===== src/rtl/ldst_unit.sv =====
// Load/store unit: one outstanding access between the execute stage and a word-addressed bus,
// with alignment checking, byte-lane steering, load sign/zero extension and a response timeout.
module ldst_unit #(
  parameter int unsigned TIMEOUT = 255
) (
  input  logic        clk,
  input  logic        rst,
  input  logic        ldst_req_vld,
  output logic        ldst_req_rdy,
  input  logic        ldst_req_st,
  input  logic [1:0]  ldst_req_size,
  input  logic        ldst_req_uns,
  input  logic [31:0] ldst_req_addr,
  input  logic [31:0] ldst_req_wdata,
  output logic        ldst_rsp_vld,
  input  logic        ldst_rsp_rdy,
  output logic [31:0] ldst_rsp_rdata,
  output logic        ldst_rsp_err,
  output logic        bus_req_vld,
  input  logic        bus_req_rdy,
  output logic        bus_req_we,
  output logic [31:0] bus_req_addr,
  output logic [31:0] bus_req_wdata,
  output logic [3:0]  bus_req_be,
  input  logic        bus_rsp_vld,
  input  logic [31:0] bus_rsp_rdata,
  input  logic        bus_rsp_err
);

  localparam logic [15:0] TimeoutCnt = 16'(TIMEOUT);

  typedef enum logic [1:0] {StIdle, StReq, StWait, StRsp} state_e;

  state_e      state_q, state_d;
  logic [15:0] cnt_q, cnt_d;
  logic [31:0] rdata_q, rdata_d;
  logic        err_q, err_d;
  logic        st_q, uns_q;
  logic [1:0]  size_q, off_q;
  logic        we_q;
  logic [31:0] addr_q, wdata_q;
  logic [3:0]  be_q;

  logic        accept, misaligned;
  logic [3:0]  be_new;
  logic [31:0] wdata_new, load_data;
  logic [7:0]  lane_b;
  logic [15:0] lane_h;

  assign accept = ldst_req_vld && (state_q == StIdle);

  always_comb begin
    case (ldst_req_size)
      2'd0:    misaligned = 1'b0;
      2'd1:    misaligned = ldst_req_addr[0];
      2'd2:    misaligned = |ldst_req_addr[1:0];
      default: misaligned = 1'b1;
    endcase
  end

  // Sub-word stores replicate the data so the bus sees it on whichever lane is enabled.
  always_comb begin
    be_new    = 4'b1111;
    wdata_new = ldst_req_wdata;
    if (ldst_req_st) begin
      case (ldst_req_size)
        2'd0: begin
          be_new    = 4'b0001 << ldst_req_addr[1:0];
          wdata_new = {4{ldst_req_wdata[7:0]}};
        end
        2'd1: begin
          be_new    = 4'b0011 << ldst_req_addr[1:0];
          wdata_new = {2{ldst_req_wdata[15:0]}};
        end
        default: ;
      endcase
    end
  end

  always_comb begin
    lane_b = bus_rsp_rdata[{off_q, 3'b000} +: 8];
    lane_h = off_q[1] ? bus_rsp_rdata[31:16] : bus_rsp_rdata[15:0];
    case (size_q)
      2'd0:    load_data = {{24{~uns_q & lane_b[7]}}, lane_b};
      2'd1:    load_data = {{16{~uns_q & lane_h[15]}}, lane_h};
      default: load_data = bus_rsp_rdata;
    endcase
  end

  always_ff @(posedge clk or posedge rst) begin
    if (rst) state_q <= StIdle;
    else     state_q <= state_d;
  end

  always_comb begin
    state_d = state_q;
    cnt_d   = cnt_q;
    rdata_d = rdata_q;
    err_d   = err_q;
    case (state_q)
      StIdle: begin
        if (accept) begin
          rdata_d = '0;
          err_d   = misaligned;
          state_d = misaligned ? StRsp : StReq;
        end
      end
      StReq: begin
        if (bus_req_rdy) begin
          cnt_d   = '0;
          state_d = StWait;
        end
      end
      StWait: begin
        cnt_d = cnt_q + 16'd1;
        if (bus_rsp_vld) begin
          err_d   = bus_rsp_err;
          rdata_d = (bus_rsp_err || st_q) ? '0 : load_data;
          state_d = StRsp;
        end else if (cnt_q + 16'd1 == TimeoutCnt) begin
          err_d   = 1'b1;
          rdata_d = '0;
          state_d = StRsp;
        end
      end
      StRsp: begin
        if (ldst_rsp_rdy) state_d = StIdle;
      end
      default: state_d = StIdle;
    endcase
  end

  always_comb begin
    ldst_req_rdy = (state_q == StIdle);
    bus_req_vld  = (state_q == StReq);
    ldst_rsp_vld = (state_q == StRsp);
  end

  always_ff @(posedge clk or posedge rst) begin
    if (rst) begin
      cnt_q   <= '0;
      rdata_q <= '0;
      err_q   <= 1'b0;
      st_q    <= 1'b0;
      uns_q   <= 1'b0;
      size_q  <= '0;
      off_q   <= '0;
      we_q    <= 1'b0;
      addr_q  <= '0;
      wdata_q <= '0;
      be_q    <= '0;
    end else begin
      cnt_q   <= cnt_d;
      rdata_q <= rdata_d;
      err_q   <= err_d;
      if (accept) begin
        st_q    <= ldst_req_st;
        uns_q   <= ldst_req_uns;
        size_q  <= ldst_req_size;
        off_q   <= ldst_req_addr[1:0];
        we_q    <= ldst_req_st;
        addr_q  <= {ldst_req_addr[31:2], 2'b00};
        wdata_q <= wdata_new;
        be_q    <= be_new;
      end
    end
  end

  assign ldst_rsp_rdata = rdata_q;
  assign ldst_rsp_err   = err_q;
  assign bus_req_we     = we_q;
  assign bus_req_addr   = addr_q;
  assign bus_req_wdata  = wdata_q;
  assign bus_req_be     = be_q;

endmodule


===== config.mk =====
export PLATFORM = sky130hd
export DESIGN_NAME = ldst_unit
export DESIGN_NICKNAME = d
export VERILOG_FILES = /design/src/rtl/ldst_unit.sv
export SDC_FILE = /design/constraint.sdc
export NUM_CORES = 1
export LEC_CHECK = 0
export CAP_MARGIN = 10
export CORE_MARGIN = 10
export CORE_UTILIZATION = 35
export DETAILED_ROUTE_END_ITERATION = 8
export PLACE_DENSITY = 0.64
export RECOVER_POWER = 25
export SETUP_SLACK_MARGIN = 0.02
export SLEW_MARGIN = 20
export SYNTH_ARGS = -nofsm -noshare
export SYNTH_HDL_FRONTEND = slang
export SYNTH_SLANG_ARGS = --single-unit

===== constraint.sdc =====
create_clock -name clk -period 5.7 [get_ports clk]
set_clock_uncertainty 0.2 [all_clocks]
set_input_delay 1.14 -clock clk [delete_from_list [all_inputs] [get_ports clk]]
set_output_delay 1.14 -clock clk [all_outputs]
set_load 0.05 [all_outputs]

## Yosys cells after proc, flatten, opt, wreduce, memory -nomap -nowiden

Cells that the tools add are included.

- Register bits after elaboration: 123
- Bits in latches: 0
- Bits in writable memories: 0
- Bits in read-only memories: 0
- Input port bits: 107
- Output and inout bits: 105
- Logic and storage cells: 65
- Memories: 0

- Add/subtract/negate cells: 1
- Multiply operators: 0
- Div/mod/pow operators: 0
- $lt $le $gt $ge: 0
- Eq/ne operators: 11
- Shift operators: 3
- Multiplexer cells: 25
- Bitwise gates (word level): 3
- Reductions and logical operators: 11

Operators with widths:

| kind | number |
|---|---|
| $pmux W32 S2 | 3 |
| $mux W32 | 5 |
| $mux W16 | 2 |
| $pmux W16 S2 | 1 |
| $shiftx A32 B6 Y8 | 1 |
| $add A16 B1 Y16 const B | 1 |
| $eq A16 B8 Y1 const B | 1 |
| $mux W2 | 6 |
| $pmux W2 S4 | 1 |
| $pmux W4 S2 | 1 |
| $eq A2 B1 Y1 const B | 3 |
| $eq A2 B2 Y1 const B | 3 |
| $logic_not A2 Y1 | 3 |
| $ne A2 B1 Y1 const B | 3 |
| $mux W4 | 1 |
| $reduce_and A4 Y1 | 1 |
| $reduce_bool A2 Y1 | 2 |
| $shl A1 B2 Y4 const A | 1 |
| $shl A2 B2 Y4 const A | 1 |
| $mux W1 | 3 |
| $ne A3 B3 Y1 const B | 1 |
| $pmux W1 S3 | 1 |
| $reduce_and A3 Y1 | 1 |
| $and A1 B1 Y1 | 2 |
| 6 further kinds | 6 |

## Logic depth before layout (Yosys ltp)

- Word-level depth: 6
- Gate-level depth with buffers: 10
- Gate-level depth less buffers: 8

## Worst setup path before layout

OpenSTA, ideal clock, no wires.

- Path kind: input port to flip-flop
- Start: in bus_rsp_vld
- End: reg rdata_q[18], in the netlist ldst_rsp_rdata[18]
- Setup time: 0.065 ns
- Data arrival time: 2.669 ns
- Required time: 5.435 ns
- Path slack: 2.766 ns
- Stages on the path: 8
- Path buffers: 2
- Cell sequence: inv_1 or4_1 clkbuf_1 a2111oi_4 buf_2 a21oi_1 nor2_1 a21o_1

- Word-level cells in the longest chain between the ends: 2
- Elaborated cells on any way between the ends: 4
- Classes of those cells: eq/ne: 1; mux: 2; reduce/logical: 1

RTL lines:

| what | line | source |
|---|---|---|
| start: declaration | 25 | `input logic bus_rsp_vld,` |
| $ne A3 B3 Y1 (no source line) / $mux W32 (equally long branches) | - |  |
| $reduce_and A3 Y1 (no source line) / $pmux W32 S2 (equally long branches) | - |  |
| end signal: assignment | 154 | `rdata_q <= rdata_d;` |
| end: declaration | 36 | `logic [31:0] rdata_q, rdata_d;` |

Several ways; a longest one is shown, not always the timed one.
A chain may end at the register's enable or synchronous reset.

## Worst setup path after layout

- Start: in ldst_req_vld
- End: reg addr_q[4], in the netlist bus_req_addr[4]

- Word-level cells in the longest chain between the ends: 1

RTL lines:

| what | line | source |
|---|---|---|
| start: declaration | 8 | `input logic ldst_req_vld,` |
| $logic_and A1 B1 Y1 | 50 | `assign accept = ldst_req_vld && (state_q == StIdle);` |
| end signal: assignment | 162 | `addr_q <= {ldst_req_addr[31:2], 2'b00};` |
| end: declaration | 41 | `logic [31:0] addr_q, wdata_q;` |

No other way between the ends.

==> qor.csv <==
metric;value;unit
drive_above_1_share;0.118;
cts_tree;yes;
cts_hold_buf;0;
rows;48;
synth_top_area_cell;dfrtp_1;
gp_congestion;0.898;
violations;capacitance limit, slew limit;
p_leak;3.90;nW
area_delta_synth_final;45.0;%
overflow;0;
fin_nets;906;
fp.dieH;153;microns
placed_cell_area;8390;sq um
vias_per_cell;5.24;
slowest_delay;1.67;ns
seq_area_frac_synth;0.498;
synth_cell_types;55;
die_w;153;microns
fin_cells;1032;
irDropWorstVdd;0.455;mV
worst_pin_slew;2.36;ns
cts_root_buf;clkbuf_16;
drt_iter0_drc;284;
max_freq;231;MHz
worstPathArrival;4.43;ns
critPathTopFamily;simple AND/OR/NAND/NOR gates;
n_fill_cell;1538;
power.switching;0.00244;W
hp-class;register to register;
worst-path-buf-inv;2;
globalRouteTotalUtil;0.170;
dieArea;23400;sq um
min_period;4.33;ns
outcome;finished, violations left;
cts_sinks;123;
cts_setup_buffers;0;
synth_seq_cells;123;
synthCells;606;
slowest_stage;nand2_1;
detail-route-antenna-nets;0;
ys.warnings.count;0;
cp-end-kind;register;
routedWlPerCell;19.6;microns
post-route-period-util;0.760;
pin_count;212;
io_buffers;209;
fin_hold_ws;0.275;ns
routed_wl;20200;microns
design_area;8950;sq um
p_comb_frac;0.523;
antenna_found_initial;1;
path_clk_slew;0.06;ns
synthesis.area;6170;sq um
cts-resized-gates;0;
p_clk_frac;0.203;
power;0.00522;W
maxSlewHeadroom;-0.579;
seqPwrFrac;0.274;
critical_path_class;primary input to register;
grt_pass1_wl;32300;microns
synth_flop_cell;dfrtp_1;
vias;5403;
p_sw_frac;0.468;
grt_max_degree;68;
cts_buffer_depth;2;
finalSetupViolCount;0;
dpl.cell_count;999;
rsz0062_at_grt;no;
multi_input_area;2860;sq um
drv_slew;103;
hpwl;15200;microns
cp_max_fo;67;
power_density;583;nW/um^2
drc_errors;0;
synth_top_area_share;0.498;
max-cap-violations;3;
core-area;17300;sq um
seq_area;3080;sq um
postSynthAreaPerCell;10.2;sq um
grt_pass1_vias;5783;
tns;0;ns
synth.area.top_cells;dfrtp_1 50%, mux2_2 8.2%, a21o_1 4.6%;
initial_core_util;0.357;
insertion_delay;0.42;ns
internal_power;0.00278;W
path_cells;dlygate4sd3_1, nand2_1, buf_4, mux2_2;
hold_violations;0;
cts.htree.levels;4;
async_flop_share;1.00;
drtPass1Iterations;5;
cts_buffers;17;
synth_edf_count;0;
startpoint_type;primary input;
cp.required;5.80;ns
## placed cells by master (no fill, tap or decap), types with 3 or more instances in the layout
master and n:
o221ai_1 8, clkinv_2 3, dlygate4sd3_1 4, a31oi_1 5
nor3_1 6, clkbuf_1 3, dfrtp_1 123, ha_1 6
mux2_2 45, nor3b_1 8, or3_1 3, nand3_1 6
inv_1 10, nor2b_1 17, clkinvlp_4 5, a211oi_1 15
a21oi_1 42, nand2_1 44, nor2_1 60, a21o_1 38
clkdlybuf4s50_1 205, a22oi_1 7, o31ai_1 23, clkbuf_16 17
nand4_1 5, nand2b_1 3, o21ai_0 39, mux2i_1 10
## layer usage
layer	GRT usage	up-vias	share of wire
met2	0.276	211	0.47
met1	0.195	2618	0.42
met3	0.0873	19	0.11
li1	-	2555	-
met5	0	-	0
met4	0.0413	0	0.0095
## power by group through the flow
stage               clock [W]  sequential (W)  combinational [W]
floorplan                   0         0.00232           0.000952
global placement            0         0.00141            0.00269
detailed placement          0         0.00143            0.00274
CTS                   0.00108         0.00143            0.00275
global route          0.00112         0.00147            0.00290
finish                0.00106         0.00143            0.00273
## metrics by stage
stage          utilization  setup WS (ns)
2_1_floorplan            -           1.09
3_5_place_dp         0.485           1.90
4_1_cts              0.518           2.25
6_report             0.518           1.37
3_3_place_gp         0.485           2.02
5_1_grt              0.518           1.12
## synth_stat cells, types with 7 or more instances
library cell and n:
nor3b_1 8, a211oi_1 15, a22oi_1 7, dfrtp_1 123, a21oi_1 42, mux2i_1 11
inv_1 11, a21o_1 38, mux2_2 45, o31ai_1 23, nor2b_1 18, o221ai_1 8
clkbuf_1 34, o21ai_0 39, nand2_1 44, nor2_1 60
## kinds of logic (layout without fill, tap and decap cells)
group,count (synthesis),after routing,synth area share
buffers and inverters,58,257,0.0407
and+or+nand+nor,168,168,0.134
other,1,3,0.000607
AOI/OAI and AO/OA,191,191,0.208
DFF,123,123,0.498
xor gates and xnor gates,2,2,0.00284
adders and majority gates,6,6,0.0122
muxes,57,57,0.104
## flip-flops by register name, summed over array words and instances (netlist names)
name and cells:
bus_req_addr 30, size_q 2, ldst_rsp_rdata 32, uns_q 1
state_q 2, bus_req_wdata 32, ldst_rsp_err 1, bus_req_be 4
off_q 2, bus_req_we 1, cnt_q 16
## final timing paths
| path | startpoint | end | slack [ns] | cells past startpoint |
|---|---|---|---|---|
| worst max-delay path | ldst_req_vld | bus_req_addr[4] | 1.37 | 4 |
| worst min-delay path | bus_req_wdata[16] | bus_req_wdata[16] | 0.27 | 2 |
| worst max register to register | state_q[0] | bus_req_addr[4] | 1.93 | 5 |
| worst min register to register | bus_req_wdata[16] | bus_req_wdata[16] | 0.27 | 2 |
| max in group asynchronous | rst | bus_req_wdata[12] | 1.67 | 3 |
| min in group asynchronous | rst | bus_req_wdata[20] | 1.32 | 2 |
## worst reg2reg max path, stage by stage (launching register included)
cell     delay [ns]
dfrtp_1        0.39
inv_1          0.09
ha_1           0.25
nand2_1        1.68
buf_4          0.65
mux2_2         0.39
## area by class of cell
| class | count | share of cell area |
|---|---|---|
| Antenna cell | 1 | 0.000279 |
| Clock buffer | 18 | 0.0479 |
| Clock inverter | 14 | 0.0165 |
| Inverter | 12 | 0.00517 |
| Multi-Input combinational cell | 426 | 0.319 |
| Sequential cell | 123 | 0.344 |
| Tap cell | 225 | 0.0314 |
| Timing Repair Buffer | 213 | 0.236 |
Note: power is estimated with default switching activity, not from simulation.
